`src/rtl/vpu_pkg.sv`:
```
// Shared widths, opcode encodings, operand-select encodings and FSM states for the vector lane unit.
package vpu_pkg;

    localparam int unsigned LANES      = 4;
    localparam int unsigned LANE_W     = 8;
    localparam int unsigned VEC_W      = LANES * LANE_W;
    localparam int unsigned LANE_IDX_W = $clog2(LANES);
    localparam int unsigned OP_W       = 4;
    localparam int unsigned SH_W       = 3;
    localparam int unsigned DEST_W     = 3;

    localparam logic [OP_W-1:0] OP_ADD  = 4'd0;
    localparam logic [OP_W-1:0] OP_SUB  = 4'd1;
    localparam logic [OP_W-1:0] OP_AND  = 4'd2;
    localparam logic [OP_W-1:0] OP_OR   = 4'd3;
    localparam logic [OP_W-1:0] OP_XOR  = 4'd4;
    localparam logic [OP_W-1:0] OP_SLL  = 4'd5;
    localparam logic [OP_W-1:0] OP_SRL  = 4'd6;
    localparam logic [OP_W-1:0] OP_MUL  = 4'd7;
    localparam logic [OP_W-1:0] OP_RSUM = 4'd8;

    localparam logic [1:0] SEL_VEC1 = 2'b00;
    localparam logic [1:0] SEL_VFS  = 2'b01;
    localparam logic [1:0] SEL_VEC2 = 2'b10;
    localparam logic [1:0] SEL_ZERO = 2'b11;

    typedef enum logic [1:0] {
        ST_IDLE = 2'd0,
        ST_BUSY = 2'd1,
        ST_DONE = 2'd2
    } state_e;

    function automatic logic [VEC_W-1:0] bcast(input logic [LANE_W-1:0] x);
        return {LANES{x}};
    endfunction

endpackage

```
`src/rtl/vec_lane_alu.sv`:
```
// Combinational single-lane ALU; all arithmetic wraps within the lane width.
module vec_lane_alu
    import vpu_pkg::*;
(
    input  logic [LANE_W-1:0] a_i,
    input  logic [LANE_W-1:0] b_i,
    input  logic [SH_W-1:0]   sh_i,
    input  logic [OP_W-1:0]   op_i,
    output logic [LANE_W-1:0] y_o
);

    logic [2*LANE_W-1:0] prod_c;

    always_comb begin
        prod_c = a_i * b_i;
        y_o    = a_i;
        case (op_i)
            OP_ADD:  y_o = a_i + b_i;
            OP_SUB:  y_o = a_i - b_i;
            OP_AND:  y_o = a_i & b_i;
            OP_OR:   y_o = a_i | b_i;
            OP_XOR:  y_o = a_i ^ b_i;
            OP_SLL:  y_o = a_i << sh_i;
            OP_SRL:  y_o = a_i >> sh_i;
            OP_MUL:  y_o = prod_c[LANE_W-1:0];
            OP_RSUM: y_o = '0;
            default: y_o = a_i;
        endcase
    end

endmodule

```
`src/rtl/exe_vector_lane_unit.sv`:
```
// EXE-stage vector unit: latches one issued op and processes one lane per cycle,
// stalling upstream until the done pulse.
module exe_vector_lane_unit
    import vpu_pkg::*;
(
    input  logic                clk,
    input  logic                rst_n,
    input  logic                start,
    input  logic                flush,
    input  logic [OP_W-1:0]     opcode_in,
    input  logic [1:0]          sel_vec_in,
    input  logic                sel_op_in,
    input  logic                sel_int_in,
    input  logic [VEC_W-1:0]    VEC1_in,
    input  logic [VEC_W-1:0]    VEC2_in,
    input  logic [VEC_W-1:0]    VFS_in,
    input  logic [LANE_W-1:0]   sca1_in,
    input  logic [LANE_W-1:0]   inmediato_in,
    input  logic [7:0]          shift_in,
    input  logic [DEST_W-1:0]   dir_dest_in,
    output logic                stall,
    output logic                done,
    output logic [VEC_W-1:0]    result_vec,
    output logic [LANE_W-1:0]   result_sca,
    output logic [DEST_W-1:0]   dir_dest_out
);

    state_e                 state_q;
    logic [LANE_IDX_W-1:0]  lane_q;
    logic [VEC_W-1:0]       a_vec_q;
    logic [VEC_W-1:0]       b_vec_q;
    logic [OP_W-1:0]        op_q;
    logic [SH_W-1:0]        sh_q;
    logic [DEST_W-1:0]      dest_q;
    logic [LANE_W-1:0]      acc_q;
    logic                   stall_q;
    logic                   done_q;
    logic [VEC_W-1:0]       res_vec_q;
    logic [LANE_W-1:0]      res_sca_q;
    logic [DEST_W-1:0]      dest_out_q;

    logic [VEC_W-1:0]       a_sel_c;
    logic [VEC_W-1:0]       b_sel_c;
    logic [LANE_W-1:0]      a_lane_c;
    logic [LANE_W-1:0]      b_lane_c;
    logic [LANE_W-1:0]      alu_y_c;
    logic [LANE_W-1:0]      acc_sum_c;

    // Operand selection at issue; B broadcasts are resolved into a full vector once.
    always_comb begin
        a_sel_c = '0;
        case (sel_vec_in)
            SEL_VEC1: a_sel_c = VEC1_in;
            SEL_VFS:  a_sel_c = VFS_in;
            SEL_VEC2: a_sel_c = VEC2_in;
            default:  a_sel_c = '0;
        endcase
        if (sel_int_in) begin
            b_sel_c = bcast(inmediato_in);
        end else if (sel_op_in) begin
            b_sel_c = bcast(sca1_in);
        end else begin
            b_sel_c = VEC2_in;
        end
    end

    always_comb begin
        a_lane_c  = a_vec_q[lane_q*LANE_W +: LANE_W];
        b_lane_c  = b_vec_q[lane_q*LANE_W +: LANE_W];
        acc_sum_c = acc_q + a_lane_c;
    end

    vec_lane_alu u_alu (
        .a_i  (a_lane_c),
        .b_i  (b_lane_c),
        .sh_i (sh_q),
        .op_i (op_q),
        .y_o  (alu_y_c)
    );

    always_ff @(posedge clk or negedge rst_n) begin
        if (!rst_n) begin
            state_q    <= ST_IDLE;
            lane_q     <= '0;
            a_vec_q    <= '0;
            b_vec_q    <= '0;
            op_q       <= '0;
            sh_q       <= '0;
            dest_q     <= '0;
            acc_q      <= '0;
            stall_q    <= 1'b0;
            done_q     <= 1'b0;
            res_vec_q  <= '0;
            res_sca_q  <= '0;
            dest_out_q <= '0;
        end else begin
            done_q <= 1'b0;
            case (state_q)
                ST_IDLE: begin
                    if (start && !flush) begin
                        a_vec_q <= a_sel_c;
                        b_vec_q <= b_sel_c;
                        op_q    <= opcode_in;
                        sh_q    <= shift_in[SH_W-1:0];
                        dest_q  <= dir_dest_in;
                        lane_q  <= '0;
                        acc_q   <= '0;
                        stall_q <= 1'b1;
                        state_q <= ST_BUSY;
                    end
                end
                ST_BUSY: begin
                    if (flush) begin
                        stall_q <= 1'b0;
                        state_q <= ST_IDLE;
                    end else begin
                        res_vec_q[lane_q*LANE_W +: LANE_W] <= alu_y_c;
                        acc_q  <= acc_sum_c;
                        lane_q <= lane_q + LANE_IDX_W'(1);
                        if (lane_q == LANE_IDX_W'(LANES - 1)) begin
                            done_q     <= 1'b1;
                            dest_out_q <= dest_q;
                            state_q    <= ST_DONE;
                            if (op_q == OP_RSUM) begin
                                res_sca_q <= acc_sum_c;
                            end
                        end
                    end
                end
                ST_DONE: begin
                    stall_q <= 1'b0;
                    state_q <= ST_IDLE;
                end
                default: begin
                    stall_q <= 1'b0;
                    state_q <= ST_IDLE;
                end
            endcase
        end
    end

    assign stall        = stall_q;
    assign done         = done_q;
    assign result_vec   = res_vec_q;
    assign result_sca   = res_sca_q;
    assign dir_dest_out = dest_out_q;

endmodule

```
`config.mk`:
```
export PLATFORM = sky130hd
export DESIGN_NAME = exe_vector_lane_unit
export DESIGN_NICKNAME = d
export VERILOG_FILES = /design/src/rtl/vpu_pkg.sv /design/src/rtl/vec_lane_alu.sv /design/src/rtl/exe_vector_lane_unit.sv
export SDC_FILE = /design/constraint.sdc
export NUM_CORES = 1
export LEC_CHECK = 0
export BUFFER_PORTS_ARGS = -buffer_cell sky130_fd_sc_hd__buf_2
export CELL_PAD_IN_SITES_DETAIL_PLACEMENT = 2
export CELL_PAD_IN_SITES_GLOBAL_PLACEMENT = 2
export CORE_MARGIN = 4
export CORE_UTILIZATION = 34
export DETAILED_ROUTE_END_ITERATION = 10
export PLACE_DENSITY_LB_ADDON = 0.1
export SETUP_SLACK_MARGIN = 0.1
export SLEW_MARGIN = 20
export SYNTH_ARGS = -nofsm -noshare
export SYNTH_HDL_FRONTEND = slang
export SYNTH_SLANG_ARGS = --single-unit
```
`constraint.sdc`:
```
create_clock -name clk -period 6.1 [get_ports clk]
set_input_delay 1.22 -clock clk [delete_from_list [all_inputs] [get_ports clk]]
set_output_delay 1.22 -clock clk [all_outputs]
set_load 0.02 [all_outputs]
```
==> results of run 1 <==
## through the flow
stage	std cells	total power, mW	utilization, %	setup slack (ns)	instance area, sq um
2_1_floorplan	988	2.920	-	1.130	9133
3_3_place_gp	1464	3.673	39.66	0.3969	10390
3_5_place_dp	1464	3.769	39.66	0.3606	10390
4_1_cts	1494	4.812	41.80	0.3277	10960
5_1_grt	1495	5.121	41.82	0.3087	10960
6_report	1495	4.748	41.82	0.6095	10960
## area by class of cell
class                           instances  share of cell area (%)
Timing Repair Buffer                  201                   9.853
Inverter                               94                   3.220
Clock buffer                           17                   3.882
Tap cell                              335                   3.825
Multi-Input combinational cell        703                   48.02
Sequential cell                       131                   29.92
Clock inverter                         13                   1.256
Antenna cell                            1                 0.02283
## flip-flops by register name (all words and copies together), names as in the netlist, 3 cells and up
| signal | flops |
|---|---|
| dir_dest_out | 3 |
| op_q | 4 |
| acc_q | 8 |
| b_vec_q | 32 |
| a_vec_q | 32 |
| result_sca | 8 |
| result_vec | 32 |
| dest_q | 3 |
| sh_q | 3 |
## logic make-up after synthesis
family,count (synthesis)
AO/OA/AOI/OAI,281
AND/OR/NAND/NOR,246
buffers and inverters,154
flip-flops,131
multiplexers,79
adder cells (fa/ha/maj),67
XOR/XNOR,30
## metal layers
| metal | GRT usage (%) | wire length, um | vias up |
|---|---|---|---|
| met5 | 0 | 77 | - |
| met4 | 6.186 | 671 | 12 |
| met3 | 4.481 | 1511 | 48 |
| met2 | 40.59 | 17160 | 193 |
| met1 | 29.12 | 14470 | 4065 |
| li1 | - | - | 3772 |
## path summary, 6_finish.rpt
| kind | startpoint | end | slack (ns) | cells after the start |
|---|---|---|---|---|
| worst max register to register | lane_q[0] | result_vec[23] | 0.61 | 17 |
| max in group asynchronous | rst_n | result_vec[15] | 4.11 | 2 |
| worst min-delay path | result_vec[30] | result_vec[30] | 0.47 | 2 |
| min in group asynchronous | rst_n | dest_q[1] | 0.87 | 1 |
| worst min register to register | result_vec[30] | result_vec[30] | 0.47 | 2 |
| worst max-delay path | lane_q[0] | result_vec[23] | 0.61 | 17 |
## synthesized netlist by cell type (3+ instances only)
master / count
dfrtp_1: 131
clkbuf_1: 42
nand3_1: 6
buf_1: 8
xnor2_1: 18
nand2_1: 113
buf_6: 3
or3_1: 7
o21ai_0: 81
mux4_1: 3
nand2b_1: 8
a21oi_1: 76
and2_1: 4
mux2_2: 15
a221o_1: 3
xor2_1: 6
xnor3_1: 3
ha_1: 53
o21ai_1: 5
o21a_1: 7
mux4_2: 20
buf_2: 7
a31oi_1: 11
o31ai_1: 9
a22o_1: 54
nor2b_1: 6
inv_1: 91
a21o_1: 4
nor2_1: 78
a22oi_1: 10
nor3_1: 10
fa_1: 14
mux2i_1: 41
## critical path, stage by stage (launching register included)
cell and delay, ns:
dfrtp_2 0.59, mux4_1 0.69, inv_1 0.22, nor2_1 0.08, ha_1 0.21, fa_1 0.49, ha_1 0.29, inv_1 0.05
fa_1 0.53, inv_1 0.07, fa_1 0.47, a21o_1 0.18, a21oi_1 0.21, xor2_1 0.23, xnor2_1 0.15, xnor3_1 0.27
a211oi_2 0.45, a31oi_1 0.16
## power by group through the flow
stage               clock network, mW  logic [mW]  registers (mW)
global placement                    0        2.47            1.20
finish                           1.00        2.55            1.19
detailed placement                  0        2.56            1.21
CTS                              1.02        2.59            1.20
global route                     1.06        2.84            1.22
floorplan                           0        1.70            1.22
==> run summary, run 1 <==
CTS Sinks: 131
Unrepaired setup endpoints after global routing: no
Core ar.: 26210 sq um
Seq/Total Area, Yosys: 35.90%
Final Net Count: 1350
Die span in x: 171.9 um
Post-CTS setup buffer count: 0
IO Count: 180
Psw: 2.049 mW
Router iterations before antenna repair: 5
First-pass GRT wire length: 51920 um
Register area: 3279 sq um
Worst Hold Class: reg2reg
Longest Clk Path Bufs: 2
Post-synth top area cell: dfrtp_1
Rel. slew slack: 24.37%
Post-synthesis mux area share: 12.14%
Max Cap Viol: 0
Compound-Gate Fraction of Synth Area: 19.72%
H-Tree Depth: 4
Crit-path max FO: 11
Synth async-reset ratio: 100.0%
Initial core utilization: 34.85%
EDFF count, synth: 0
Switching share of power: 43.15%
Synth warn: 0
Most used DFF post-synth: dfrtp_1
Simple-Gate Fraction of Synth Area: 11.67%
Final max-slew violation count: 0
GRT Resource Usage Total: 23.09%
Top cells by area, synth: dfrtp_1 (36%), ha_1 (7.3%), a22o_1 (5.2%)
Largest family of logic cells by synthesized area: compound AO/OA/AOI/OAI gates
FF+latch count, synth: 131
Fill cells: 2984
# resized after CTS: 0
Post-Route WL: 33890 um
Most frequent cells in the layout: buf_2 (173), dfrtp_1 (130), nand2_1 (113)
Placer Congestion: 0.8534
Critical Path End Type: flip-flop
Syn_nets: 1190
Mapped Area: 9133 sq um
CTS Buf Count: 17
Hold Buf Count CTS: 0
Reg power frac: 25.1%
Clock Tree Root: clkbuf_16
Post-Syn Instances: 988
Pin count of the biggest net entering global routing: 91
Synth cell types: 62
Syn Area/Cell: 9.243 sq um
Initial antenna violation count: 7
Final min period: 5.490 ns
Status: finished clean
Worst-Margin Slew: 1.126 ns
Critical Path RT: 6.39 ns
Final setup viols: 0
Combinational fraction of design power: 53.7%
Routed wire per std cell: 22.67 um
Die H: 171.9 um
Port bufs: 174
Clock Power Share: 21.1%
DIE AREA: 29550 sq um
Synthesis-to-finish area growth: 20.00%
Multi-input logic area: 5263 sq um
Vias in the first global route: 8800
Fin crit share: 90.01%
Vias per cell: 5.411
Layout cell share with drive strength beyond 1: 24.42%
CP arrival: 5.78 ns
Initial DRC Count: 357
Fin. Hold Viols: 0
Antenna Nets Post-Route: 0
DP HPWL: 26130 um
Via Count: 8090
Synth top area share: 35.90%
FMAX: 182.1 MHz
CTS tree: done
Total Neg Setup Slack: 0 ns
Adder-cell share of the synthesized area: 10.33%
Commonest non-fill, non-tap cell in the layout: buf_2
Hold Slack: 0.4741 ns
Xor/xnor share of the synthesized area: 3.576%
VDD IR max: 0.0001654 V
Leakage: 5.483 nW
Clk pin slew, worst setup/hold paths: 0.06 ns
Startpoint types: flip-flop
DRC violations left: 0
Pwr/cell area: 433.2 nW/um^2
Gr ovfl total: 0
Cell row count: 59
Clock skew: 0.01926 ns
Skew-Pair Late Insertion Delay: 0.43 ns
Critical path class: reg2reg
Int Pwr: 2.699 mW
No activity file was read; power rests on OpenSTA's default activity.
==> run 2: changes to the inputs <==
--- a/config.mk
+++ b/config.mk
@@ -5,12 +5,12 @@
 export SDC_FILE = /design/constraint.sdc
 export NUM_CORES = 1
 export LEC_CHECK = 0
-export BUFFER_PORTS_ARGS = -buffer_cell sky130_fd_sc_hd__buf_2
 export CELL_PAD_IN_SITES_DETAIL_PLACEMENT = 2
 export CELL_PAD_IN_SITES_GLOBAL_PLACEMENT = 2
 export CORE_MARGIN = 4
-export CORE_UTILIZATION = 34
+export CORE_UTILIZATION = 39
 export DETAILED_ROUTE_END_ITERATION = 10
+export DONT_BUFFER_PORTS = 1
 export PLACE_DENSITY_LB_ADDON = 0.1
 export SETUP_SLACK_MARGIN = 0.1
 export SLEW_MARGIN = 20
==> run 2 against run 1 <==
Sequential power increased by 7%. Count of clock-buffer cells in the layout increased by 3. Worst hold slack better by 0.0047 ns. Register-to-register slack got worse by 0.14 ns. Cell area shrank 8.5%. Critical path type unchanged. Largest power group unchanged.
==> run summary, run 2 (same netlist as run 1, synthesis figures left out) <==
Crit path max-delay cell type: mux4_2
Crit-path max FO: 9
Reg2reg setup slack: 0.47 ns
Synthesis-to-finish area growth: 9.810%
CP max stage delay: 0.68 ns
Die H: 161.0 um
R2R Path Start: lane_q[0]
Initial DRC Count: 386
Via Count: 7438
Total Neg Setup Slack: 0 ns
Clock skew: 0.01737 ns
CTS Buf Count: 17
Pwr/cell area: 466.2 nW/um^2
Critical path class: reg2reg
H-Tree Depth: 4
Placer Congestion: 0.9235
Initial core utilization: 39.97%
Startpoint types: flip-flop
Router iterations before antenna repair: 4
VDD IR max: 0.0001746 V
Max Cap Viol: 0
Unrepaired setup endpoints after global routing: no
Crit path from: lane_q[0]
Vias per cell: 5.766
Critical Path End Type: flip-flop
Worst-Margin Slew: 1.027 ns
Fill cells: 2491
Pin count of the biggest net entering global routing: 132
FMAX: 177.7 MHz
CP arrival: 5.92 ns
Antenna Nets Post-Route: 0
Clock Tree Root: clkbuf_16
Commonest non-fill, non-tap cell in the layout: dfrtp_1
Routed wire per std cell: 25.36 um
Leakage: 4.697 nW
Final Power: 4.675 mW
Kind of cell adding the most delay to the critical path: adder cells
DRC violations left: 0
Final Net Count: 1166
Hold Slack: 0.4788 ns
Status: finished clean
Clk pin slew, worst setup/hold paths: 0.07 ns
Post-Route WL: 32710 um
Multi-input logic area: 5274 sq um
Fin. Hold Viols: 0
Critical Path RT: 6.39 ns
Rel. slew slack: 30.99%
Diodes inserted: 0
Register area: 3279 sq um
Core ar.: 22850 sq um
Final max-slew violation count: 0
First-pass GRT wire length: 51320 um
Gr ovfl total: 0
Die span in x: 161.0 um
Worst Hold Class: in2async
GRT Resource Usage Total: 25.41%
IO Count: 180
Fin crit share: 92.23%
CTS tree: done
Vias in the first global route: 8631
Longest Clk Path Bufs: 2
Port bufs: 0
Crit path buffers/inverters: 4
DIE AREA: 25930 sq um
Most frequent cells in the layout: dfrtp_1 (130), nand2_1 (113), inv_1 (91)
DP HPWL: 25150 um
Cell row count: 55
Final setup viols: 0
Final min period: 5.626 ns
CTS Sinks: 131
Critical Path, Cell by Cell: buf_4 > mux4_2 > inv_1 > nor2_1 > ha_1 > fa_1 > ha_1 > inv_1 > fa_1 > inv_1 > fa_1 > a21o_1 > a21oi_1 > xor2_1 > xnor2_1 > xnor3_1 > a211oi_2 > a31oi_1
Post-CTS setup buffer count: 0
Skew-Pair Late Insertion Delay: 0.43 ns
Layout cell share with drive strength beyond 1: 10.24%
Initial antenna violation count: 0
run 2: path summary, 6_finish.rpt:
path | to | cells past startpoint
hold reg to reg | a_vec_q[0] | 2
min in group clk | a_vec_q[0] | 2
setup / recovery | result_vec[31] | 18
setup reg to reg | result_vec[31] | 18
hold / removal | b_vec_q[20] | 0
max in group asynchronous | result_vec[15] | 0
run 2: metal layers:
layer  up-vias  track usage [%]  routed length (um)
li1       3423                -                   -
met1      3809            31.17               13670
met2       177            46.12               17030
met3        29            4.848                1399
met4         0            6.282                 614
met5         -                0                   0
run 2: repair_timing:
item                                   in CTS  in global routing
hold buffers                                0                  0
setup endpoints to repair                   0                  4
endpoints found under the hold margin       0                  0
resized for setup                           0                  1
run 2: final cells by class:
type	count	area share, %
Clock buffer	20	4.554
Clock inverter	12	1.460
Sequential cell	131	32.70
Timing Repair Buffer	17	1.273
Tap cell	313	3.905
Inverter	94	3.518
Multi-Input combinational cell	703	52.59
run 2: power breakdown:
part	switching [mW]	internal [mW]	leakage, nW
combinational	1.37	0.966	2.71
clock	0.434	0.632	0.286
sequential	0.219	1.05	1.71
run 2: worst register-to-register path, cell delays in order (launching register included):
cell and delay, ns:
dfrtp_2 0.49, buf_4 0.27, mux4_2 0.68, inv_1 0.18, nor2_1 0.06, ha_1 0.22
fa_1 0.49, ha_1 0.29, inv_1 0.05, fa_1 0.53, inv_1 0.07, fa_1 0.47
a21o_1 0.18, a21oi_1 0.25, xor2_1 0.21, xnor2_1 0.16, xnor3_1 0.26, a211oi_2 0.45
a31oi_1 0.16
run 2: through the flow:
stage / worst slack (ns) / cell area [sq um] / utilization [%] / std cells
floorplan: 1.130 / 9133 / - / 988
global placement: 0.3869 / 9413 / 41.20 / 1258
detailed placement: 0.2743 / 9413 / 41.20 / 1258
CTS: 0.2520 / 10020 / 43.84 / 1290
global route: 0.1453 / 10030 / 43.89 / 1290
finish: 0.4740 / 10030 / 43.89 / 1290
